`src/rtl/d_reg_pipe_stage.sv`:
```
// One pipeline slice: a valid bit and a WIDTH-bit data register.
// Only rst loads RESET_VAL; flush clears the valid bit and leaves the data alone.
module d_reg_pipe_stage #(
   parameter int               WIDTH     = 8,
   parameter logic [WIDTH-1:0] RESET_VAL = '0
) (
   input  logic             clk,
   input  logic             rst,
   input  logic             flush,
   input  logic             load,
   input  logic             vld_in,
   input  logic [WIDTH-1:0] dat_in,
   output logic             vld,
   output logic [WIDTH-1:0] dat
);

   always_ff @(posedge clk or posedge rst) begin
      if (rst) begin
         vld <= 1'b0;
         dat <= RESET_VAL;
      end else if (flush) begin
         vld <= 1'b0;
      end else if (load) begin
         vld <= vld_in;
         dat <= dat_in;
      end
   end

endmodule

```
`src/rtl/d_reg_pipe.sv`:
```
// DEPTH-stage retiming pipeline with valid/ready backpressure, bubble
// compression, synchronous flush and a registered occupancy count.
module d_reg_pipe #(
   parameter int               WIDTH     = 8,
   parameter int               DEPTH     = 3,
   parameter logic [WIDTH-1:0] RESET_VAL = '0
) (
   input  logic                       clk,
   input  logic                       rst,
   input  logic                       flush,
   input  logic                       in_valid,
   output logic                       in_ready,
   input  logic [WIDTH-1:0]           in_data,
   output logic                       out_valid,
   input  logic                       out_ready,
   output logic [WIDTH-1:0]           out_data,
   output logic [$clog2(DEPTH+1)-1:0] occupancy
);

   logic [DEPTH-1:0]            v;
   logic [DEPTH-1:0]            rdy;
   logic [DEPTH-1:0]            v_prev;
   logic [DEPTH-1:0][WIDTH-1:0] d;
   logic [DEPTH-1:0][WIDTH-1:0] d_prev;
   logic                        acc;
   logic                        drn;

   // A stage can load when it is empty or everything downstream of it moves.
   always_comb begin
      rdy          = '0;
      rdy[DEPTH-1] = !v[DEPTH-1] | out_ready;
      for (int i = DEPTH - 2; i >= 0; i--)
         rdy[i] = !v[i] | rdy[i+1];
   end

   assign in_ready  = rdy[0] & !flush;
   assign out_valid = v[DEPTH-1];
   assign out_data  = d[DEPTH-1];

   for (genvar i = 0; i < DEPTH; i++) begin : g_stage
      if (i == 0) begin : g_head
         assign v_prev[i] = in_valid;
         assign d_prev[i] = in_data;
      end else begin : g_body
         assign v_prev[i] = v[i-1];
         assign d_prev[i] = d[i-1];
      end

      d_reg_pipe_stage #(
         .WIDTH     (WIDTH),
         .RESET_VAL (RESET_VAL)
      ) u_stage (
         .clk    (clk),
         .rst    (rst),
         .flush  (flush),
         .load   (rdy[i]),
         .vld_in (v_prev[i]),
         .dat_in (d_prev[i]),
         .vld    (v[i]),
         .dat    (d[i])
      );
   end

   assign acc = in_valid & in_ready;
   assign drn = out_valid & out_ready;

   // Tracks popcount(v) incrementally; a simultaneous accept and drain cancel.
   always_ff @(posedge clk or posedge rst) begin
      if (rst)
         occupancy <= '0;
      else if (flush)
         occupancy <= '0;
      else if (acc && !drn)
         occupancy <= occupancy + 1'b1;
      else if (drn && !acc)
         occupancy <= occupancy - 1'b1;
   end

endmodule

```
`config.mk`:
```
export PLATFORM = sky130hd
export DESIGN_NAME = d_reg_pipe
export DESIGN_NICKNAME = d
export VERILOG_FILES = /design/src/rtl/d_reg_pipe_stage.sv /design/src/rtl/d_reg_pipe.sv
export SDC_FILE = /design/constraint.sdc
export NUM_CORES = 1
export LEC_CHECK = 0
export CORE_MARGIN = 2
export CORE_UTILIZATION = 53
export CTS_CLUSTER_SIZE = 28
export DETAILED_ROUTE_END_ITERATION = 6
export GPL_ROUTABILITY_DRIVEN = 1
export HOLD_SLACK_MARGIN = 0.15
export PLACE_DENSITY = 0.82
export SYNTH_ARGS = -nofsm -noshare
export SYNTH_HDL_FRONTEND = slang
export SYNTH_SLANG_ARGS = --single-unit
```
`constraint.sdc`:
```
create_clock -name clk -period 2.7 [get_ports clk]
set_clock_uncertainty 0.05 [all_clocks]
set_input_delay 0.54 -clock clk [delete_from_list [all_inputs] [get_ports clk]]
set_output_delay 0.54 -clock clk [all_outputs]
set_load 0.01 [all_outputs]
```
== Yosys cells after proc, flatten, opt, wreduce, memory -nomap -nowiden ==
Cells that the tools add are included.
Storage, ports and cells
  flip-flop bits (word level): 29
  output and inout port bits: 12
  logic and storage cells: 40
Operators by class
  add/sub/neg operators: 2
  multiplexer cells: 9
  bitwise operators: 7
  reductions and logical operators: 15
Operators by type and width (count)
  zero test 1 bit: 6
  2-to-1 mux 1 bit: 6
  2-to-1 mux 2 bit: 3
  AND reduction 2 bit: 3
  nonzero test 2 bit: 3
  AND 1 bit: 3
  bitwise OR 1 bit: 3
  nonzero test 3 bit: 1
  adder 2 x 1 -> 2 bit (second input constant): 1
  logical AND 1 bit: 2
  subtractor 2 x 1 -> 2 bit (second input constant): 1
  NOT 1 bit: 1

== Logic depth before layout (Yosys ltp) ==
  depth after elaboration: 11
  mapped depth: 4

== Modules after synthesis ==
Synthesis repeated with hierarchy kept, for this count alone.
Unflattened totals
  cells, all modules: 85
  area, all modules: 1323.8 µm²
Modules (own cells, without submodules)
  d_reg_pipe_stage: instances 3, cells an instance 22, area an instance 387.9 µm²
  d_reg_pipe: instances 1, cells an instance 19, area an instance 160.2 µm²

== Least setup slack after synthesis ==
Ideal clock, no wire load.
  path kind: in2out
  start point: input port out_ready
  end point: output port in_ready
  arrival time: 1009 ps
  required time: 2110 ps
  slack: 1101 ps
  cell stages on the path: 3
  path buffers: 1
  cells stage by stage: nor2b_1 -> buf_2 -> a21oi_4
Between the ends
  word-level cells in the longest chain between the ends: 4
Ends and longest elaborated chain
  start, declared: RTL line d_reg_pipe.sv:15  | input logic out_ready,
  bitwise OR 1 bit: RTL line d_reg_pipe.sv:31  | rdy[DEPTH-1] = !v[DEPTH-1] | out_ready;
  bitwise OR 1 bit (2 in series): RTL line d_reg_pipe.sv:33  | rdy[i] = !v[i] | rdy[i+1];
  AND 1 bit: RTL line d_reg_pipe.sv:36  | assign in_ready = rdy[0] & !flush;
  end, declared: RTL line d_reg_pipe.sv:12  | output logic in_ready,
Every way passes these cells.

== Worst setup path in the final report ==
Ends and elaborated chain as after synthesis.

==> results.yml <==
status:
  status: "completed"
worst_setup_path:
  r2r_slack_ns: 1.07
  critPathKind: "input port to output pin"
  reg2reg_depth: 4
  r2r-start: "g_stage[2].u_stage.vld$_DFFE_PP0P_"
  worstPathArrival_ns: 1.86
  worstPathRequired_ns: 2.11
  startpoint: "out_ready"
  start_kind: "input port"
  cp_max_fo: 4
  cp-end-kind: "output pin"
  r2r_end: "g_stage[1].u_stage.dat[7]$_DFFE_PP0P_"
clocking:
  clk_pin_slew_ns: 0.08
  cts_made_buffers: 5
  cts_tree: "done"
  cts_root_buffer: "clkbuf_4"
  h-tree-depth: 2
  clockBufferDepth: 2
  cts_setup_buffers: 0
  clkSinkCount: 29
  hold_buffers: 0
  cts_resized: 0
  clk_latency_ns: 0.31
placed_design:
  hpwl_um: 1420
  place.gp.congestion: 0.805
  io_buffers: 24
  pre_cts_slack_ns: 0.249
timing:
  rsz0062_at_grt: "no"
  setup_tns_ns: 0
  setup_violations: 0
  fin_ws_ns: 0.249
  fin_crit_ns: 2.45
  worst_pin_slew_ns: 0.353
  slew_violations: 0
  hold_viol: 0
  fmax_mhz: 408
  slew_headroom_pct: 76.4
  fin_crit_sh_pct: 90.8
global_route:
  grt_antenna_before_repair: 0
  grt_pass1_vias: 725
  grt_pass1_wl_um: 3190
  track_usage_pct: 17.3
  grt_start_max_net_pins: 30
  grt_overflow: 0
floorplanning:
  core.rowCount: 17
  ioPinCount: 25
  coreArea_um2: 2190
  die_area_um2: 2710
  initial_core_util_pct: 56.0
  die_x_um: 52.1
  die_y_um: 52.1
logic_synthesis:
  synth_nets: 100
  synth_top_area_cell: "dfrtp_1"
  synthXorXnorAreaFrac_pct: 0.714
  synth_area_leaders: "dfrtp_1 (59%), mux2_2 (23%), buf_4 (4.9%)"
  synth_top_family_by_area: "multiplexers"
  synth_compound_area_share_pct: 5.10
  yosys.cell_types.count: 17
  synthMuxAreaShare_pct: 23.0
  yosys.area_share.simple_pct: 5.71
  seq_area_frac_synth_pct: 59.2
  synth_area_um2: 1230
  netlist_instances: 87
  synth_fa_ha_area_share_pct: 0
  synth.ff_latch_count: 29
  synth_top_area_share_pct: 59.2
  syn-mean-instance-area_um2: 14.1
  yosys_warnings: 0
power_and_ir_drop:
  p_leak_nw: 0.646
  powerDensity_nw_per_um2: 641
  ir_drop_mv: 0.489
route:
  via_count: 733
  viasPerCell: 5.24
  dr.first_iter.drc_count: 2
  drt-wirelength-per-cell_um: 13.6
  wirelength_um: 1910
  ant_nets: 0
  drt_pass1_iterations: 2
  drc: 0
hold_path:
  min_to: "g_stage[1].u_stage.vld$_DFFE_PP0P_"
  hold_depth: 2
  hp-class: "flop to flop"
  min-delay-start: "g_stage[0].u_stage.vld$_DFFE_PP0P_"
cells_and_area:
  fill_cells: 172
  drive_above_1_share_pct: 33.9
  syn2layout_area_growth_pct: 23.7
  final_nets: 125
  antenna_cells: 0
run:
  maxCapViolations: 0
## area by class of cell
type                            instances  area [µm²]  share of cell area (%)
Sequential cell                        29         726                    47.9
Multi-Input combinational cell         46         423                    27.9
Timing Repair Buffer                   28         270                    17.8
Clock buffer                            7        55.1                    3.63
Tap cell                               28        35.0                    2.31
Inverter                                2        7.51                   0.495
## critical path, stage by stage
cell and delay [ns]:
clkdlybuf4s50_1 0.53, nor2b_1 0.10, a21oi_4 0.14, clkdlybuf4s50_1 0.55
## how the worst max path moves through the flow
stage                     endpoint  slack [ns]  cells past startpoint
after floorplan           in_ready        1.10                      3
after global placement    in_ready        0.26                      4
after detailed placement  in_ready        0.25                      4
after CTS                 in_ready        0.23                      4
after global routing      in_ready        0.20                      4
final                     in_ready        0.25                      4
## sequential cells by signal (all words and copies together), names as in the netlist
register and cells:
occupancy 2, g_stage.u_stage.vld 3, g_stage.u_stage.dat 24
## power by group
part / leakage [nW] / switching (mW) / total, mW / internal (mW)
logic: 0.267 / 0.0682 / 0.192 / 0.124
clock network: 0.0314 / 0.133 / 0.255 / 0.123
registers: 0.348 / 0.0308 / 0.525 / 0.494
total: 0.646 / 0.232 / 0.973 / 0.741
## layout by cell type (no fill, tap or decap)
master           synthesis  routed
a21oi_1                  2       2
a21oi_4                  2       2
a31oi_1                  1       1
and2_1                   1       1
buf_4                    8       4
clkbuf_1                 0       1
clkbuf_4                 0       5
clkbuf_8                 0       1
clkdlybuf4s50_1          0      24
dfrtp_1                 29      29
inv_1                    2       2
mux2_2                  25      25
nand2b_1                 1       1
nand3b_1                 1       1
nor2_1                   7       7
nor2_4                   1       1
nor2b_1                  2       2
o21ai_0                  1       1
o311ai_1                 1       1
xnor2_1                  1       1
## synth_stat cells, drive strengths merged
library cell / n
dfrtp: 29
and2: 1
mux2: 25
a31oi: 1
nand3b: 1
nand2b: 1
inv: 2
a21oi: 4
o311ai: 1
buf: 10
nor2: 8
nor2b: 2
o21ai: 1
xnor2: 1
## logic make-up after synthesis
group	Yosys count
compound gates	7
mux	25
simple gates	13
flops	29
buf+inv	12
xor+xnor	1
## routing by layer
metal / share of wire, % / wire, µm / up-vias / track usage [%]
met5: 0 / 0 / - / 0
met4: 1.6 / 30 / 0 / 9.21
met3: 5.9 / 113 / 5 / 8.05
met2: 51 / 979 / 17 / 26.8
met1: 41 / 784 / 371 / 19.8
li1: - / - / 340 / -
## metrics by stage
step | util (%) | instances | total power, mW | hold slack, ns | area (µm²)
2_1_floorplan | - | 87 | 0.662 | 0.405 | 1230
3_3_place_gp | 66.7 | 133 | 0.721 | 0.421 | 1460
3_5_place_dp | 66.7 | 133 | 0.731 | 0.427 | 1460
4_1_cts | 69.2 | 140 | 0.991 | 0.446 | 1520
5_1_grt | 69.2 | 140 | 1.03 | 0.477 | 1520
6_report | 69.2 | 140 | 0.973 | 0.446 | 1520
No activity file was read; power rests on OpenSTA's default activity.
==> patch, RTL diff (same settings) <==
Make the reset (`rst`) synchronous in 2 clocked blocks.
--- a/src/rtl/d_reg_pipe_stage.sv
+++ b/src/rtl/d_reg_pipe_stage.sv
@@ -16,3 +16,3 @@
 
-   always_ff @(posedge clk or posedge rst) begin
+   always_ff @(posedge clk) begin
       if (rst) begin
--- a/src/rtl/d_reg_pipe.sv
+++ b/src/rtl/d_reg_pipe.sv
@@ -67,3 +67,3 @@
    // Tracks popcount(v) incrementally; a simultaneous accept and drain cancel.
-   always_ff @(posedge clk or posedge rst) begin
+   always_ff @(posedge clk) begin
       if (rst)
Function: differs if rst is asserted again (counterexample within 4 cycles, from zero or initial values and one cycle with rst high); with rst held inactive, the same outputs for 10 cycles.
==> patch against the unedited design <==
- setup slack worse by 160 ps
- highest routed layer unchanged
- non-clock buffer count rose by 1
- synthesized area increased by 2.9%
- core utilization is 0.37 points lower
- sequential cell count unchanged
- cell area grew 1.4%
- wire length grew 11%
- largest cell class unchanged
- first-iteration DRC count grew to 8.5 times the old value
Power is not compared: it rests on default switching activity, and its combinational part moved more than twofold at a synthesized area within 25%.
==> patch: results (changes against the unedited design) <==
status=complete, no violations; DRT iter0 DRCs=17 (+15); GRT Overall Usage=18.85% (+1.6 points); DP Cell Count=170 (+28%); pre-CTS WS=93.27 ps (-155.5 ps); Synth Area in Adders=0.9921% (+0.99 points); internal power=~640 uW; DR vias/cell=5.208 (-0.53%); largest net degree at the start of global routing=28 (-6.7%); number of global-route vias before repair=846 (+17%); multiplexer share of the synthesized area=12.70% (-10 points); complex-gate fraction of the synthesized area=10.62% (+5.5 points); # nets final=163 (+30%); worst reg2reg path depth=7 (+3); placed cell area=1468 um2 (+0.43%); non-filler cells, final=178 (+27%); Tightest Pin Transition=687.3 ps (+334.0 ps); first-pass GRT wire length=3.746 mm (+17%); Antenna Cells=0 (unchanged); top cells by area, synth=dfxtp_1 (46%), mux2i_1 (13%), nand2b_1 (12%), buf_4 (5.4%), a21oi_1 (3.6%); I/O Buffers=24 (unchanged); sequential area share after synthesis=46.03% (-13 points); syn_area_per_cell=9.777 um2 (-31%); met1 GRT Util=24.46% (+4.7 points); met3 Track Usage GR=8.571% (+0.53 points); Synth Net Count=143 (+43%); count of final max-slew check failures=0 (unchanged); synth cell count leaders=dfxtp_1 (29), nand2b_1 (24), mux2i_1 (16); count of TritonRoute iterations in the first routing pass=4 (+2); routability cong.=0.8046 (about the same); ys async rst share=0% (-100 points); Root Driver=clkbuf_4; Worst-path clk slew=90 ps; Clk Latency, worst-skew pair=310 ps (about the same); Most used DFF post-synth=dfxtp_1; DP Wirelength=1.570 mm (+11%); Post-Synth XOR/XNOR Area=1.389% (+0.67 points); Worst Hold Depth=2 (unchanged); Netlist cell types=25 (+8); Data arrival, critical path=2020 ps (+160 ps); layout cell share with drive strength beyond 1=10.00% (-24 points); met2 GRT Util=27.50% (+0.71 points); Crit Path Max Fanout=3 (-1); post-DR wirelength/cell=11.85 um (-13%)
## patch: cell count changes after synthesis, sizes merged, moves of 8 or more
cell	before	now
mux2	25	0
nand3	0	8
dfxtp	0	29
o21ai	1	9
mux2i	0	16
nand2b	1	24
dfrtp	29	0
## patch: worst paths after layout
check / start / endpoint / slack [ps]
worst max-delay path: out_ready / in_ready / 90
worst min-delay path: g_stage[1].u_stage.dat[3] / g_stage[2].u_stage.dat[3] / 430
worst max register to register: g_stage[2].u_stage.vld / occupancy[1] / 810
worst min register to register: g_stage[1].u_stage.dat[3] / g_stage[2].u_stage.dat[3] / 430
## patch: area by class of cell
cell class | count | area [um2]
Clock buffer | 7 | 65.06
Multi-Input combinational cell | 83 | 570.5
Tap cell | 28 | 35.03
Timing Repair Buffer | 29 | 277.8
Inverter | 1 | 3.754
Sequential cell | 29 | 580.6
Clock inverter | 1 | 5.005
Fill cell | 192 | 695.7
## patch: cells by family (layout without fill, tap and decap cells)
family	Yosys count	after routing
mux	16	16
flops	29	29
fa+ha+maj	1	1
buf+inv	17	38
compound gates	23	23
simple gates	41	41
xor+xnor	2	2
## patch: tightest hold or removal path: stages (launching register included)
cell	delay, ps
dfxtp_1	320
nand3_1	60
a21oi_1	50
## patch: metal layers
layer | share of wire, % | vias to the layer above
li1 | - | 471
met1 | 47 | 431
met2 | 47 | 23
met3 | 4.7 | 2
met4 | 0.66 | 0
met5 | 0 | -
## patch: power by group through the flow
stage	clock [mW]	combinational, mW	sequential (mW)
3_3_place_gp	0	0.0830	0.459
5_1_grt	0.323	0.0944	0.452
4_1_cts	0.297	0.0862	0.450
3_5_place_dp	0	0.0859	0.460
6_report	0.289	0.0856	0.450
2_1_floorplan	0	0.0518	0.459
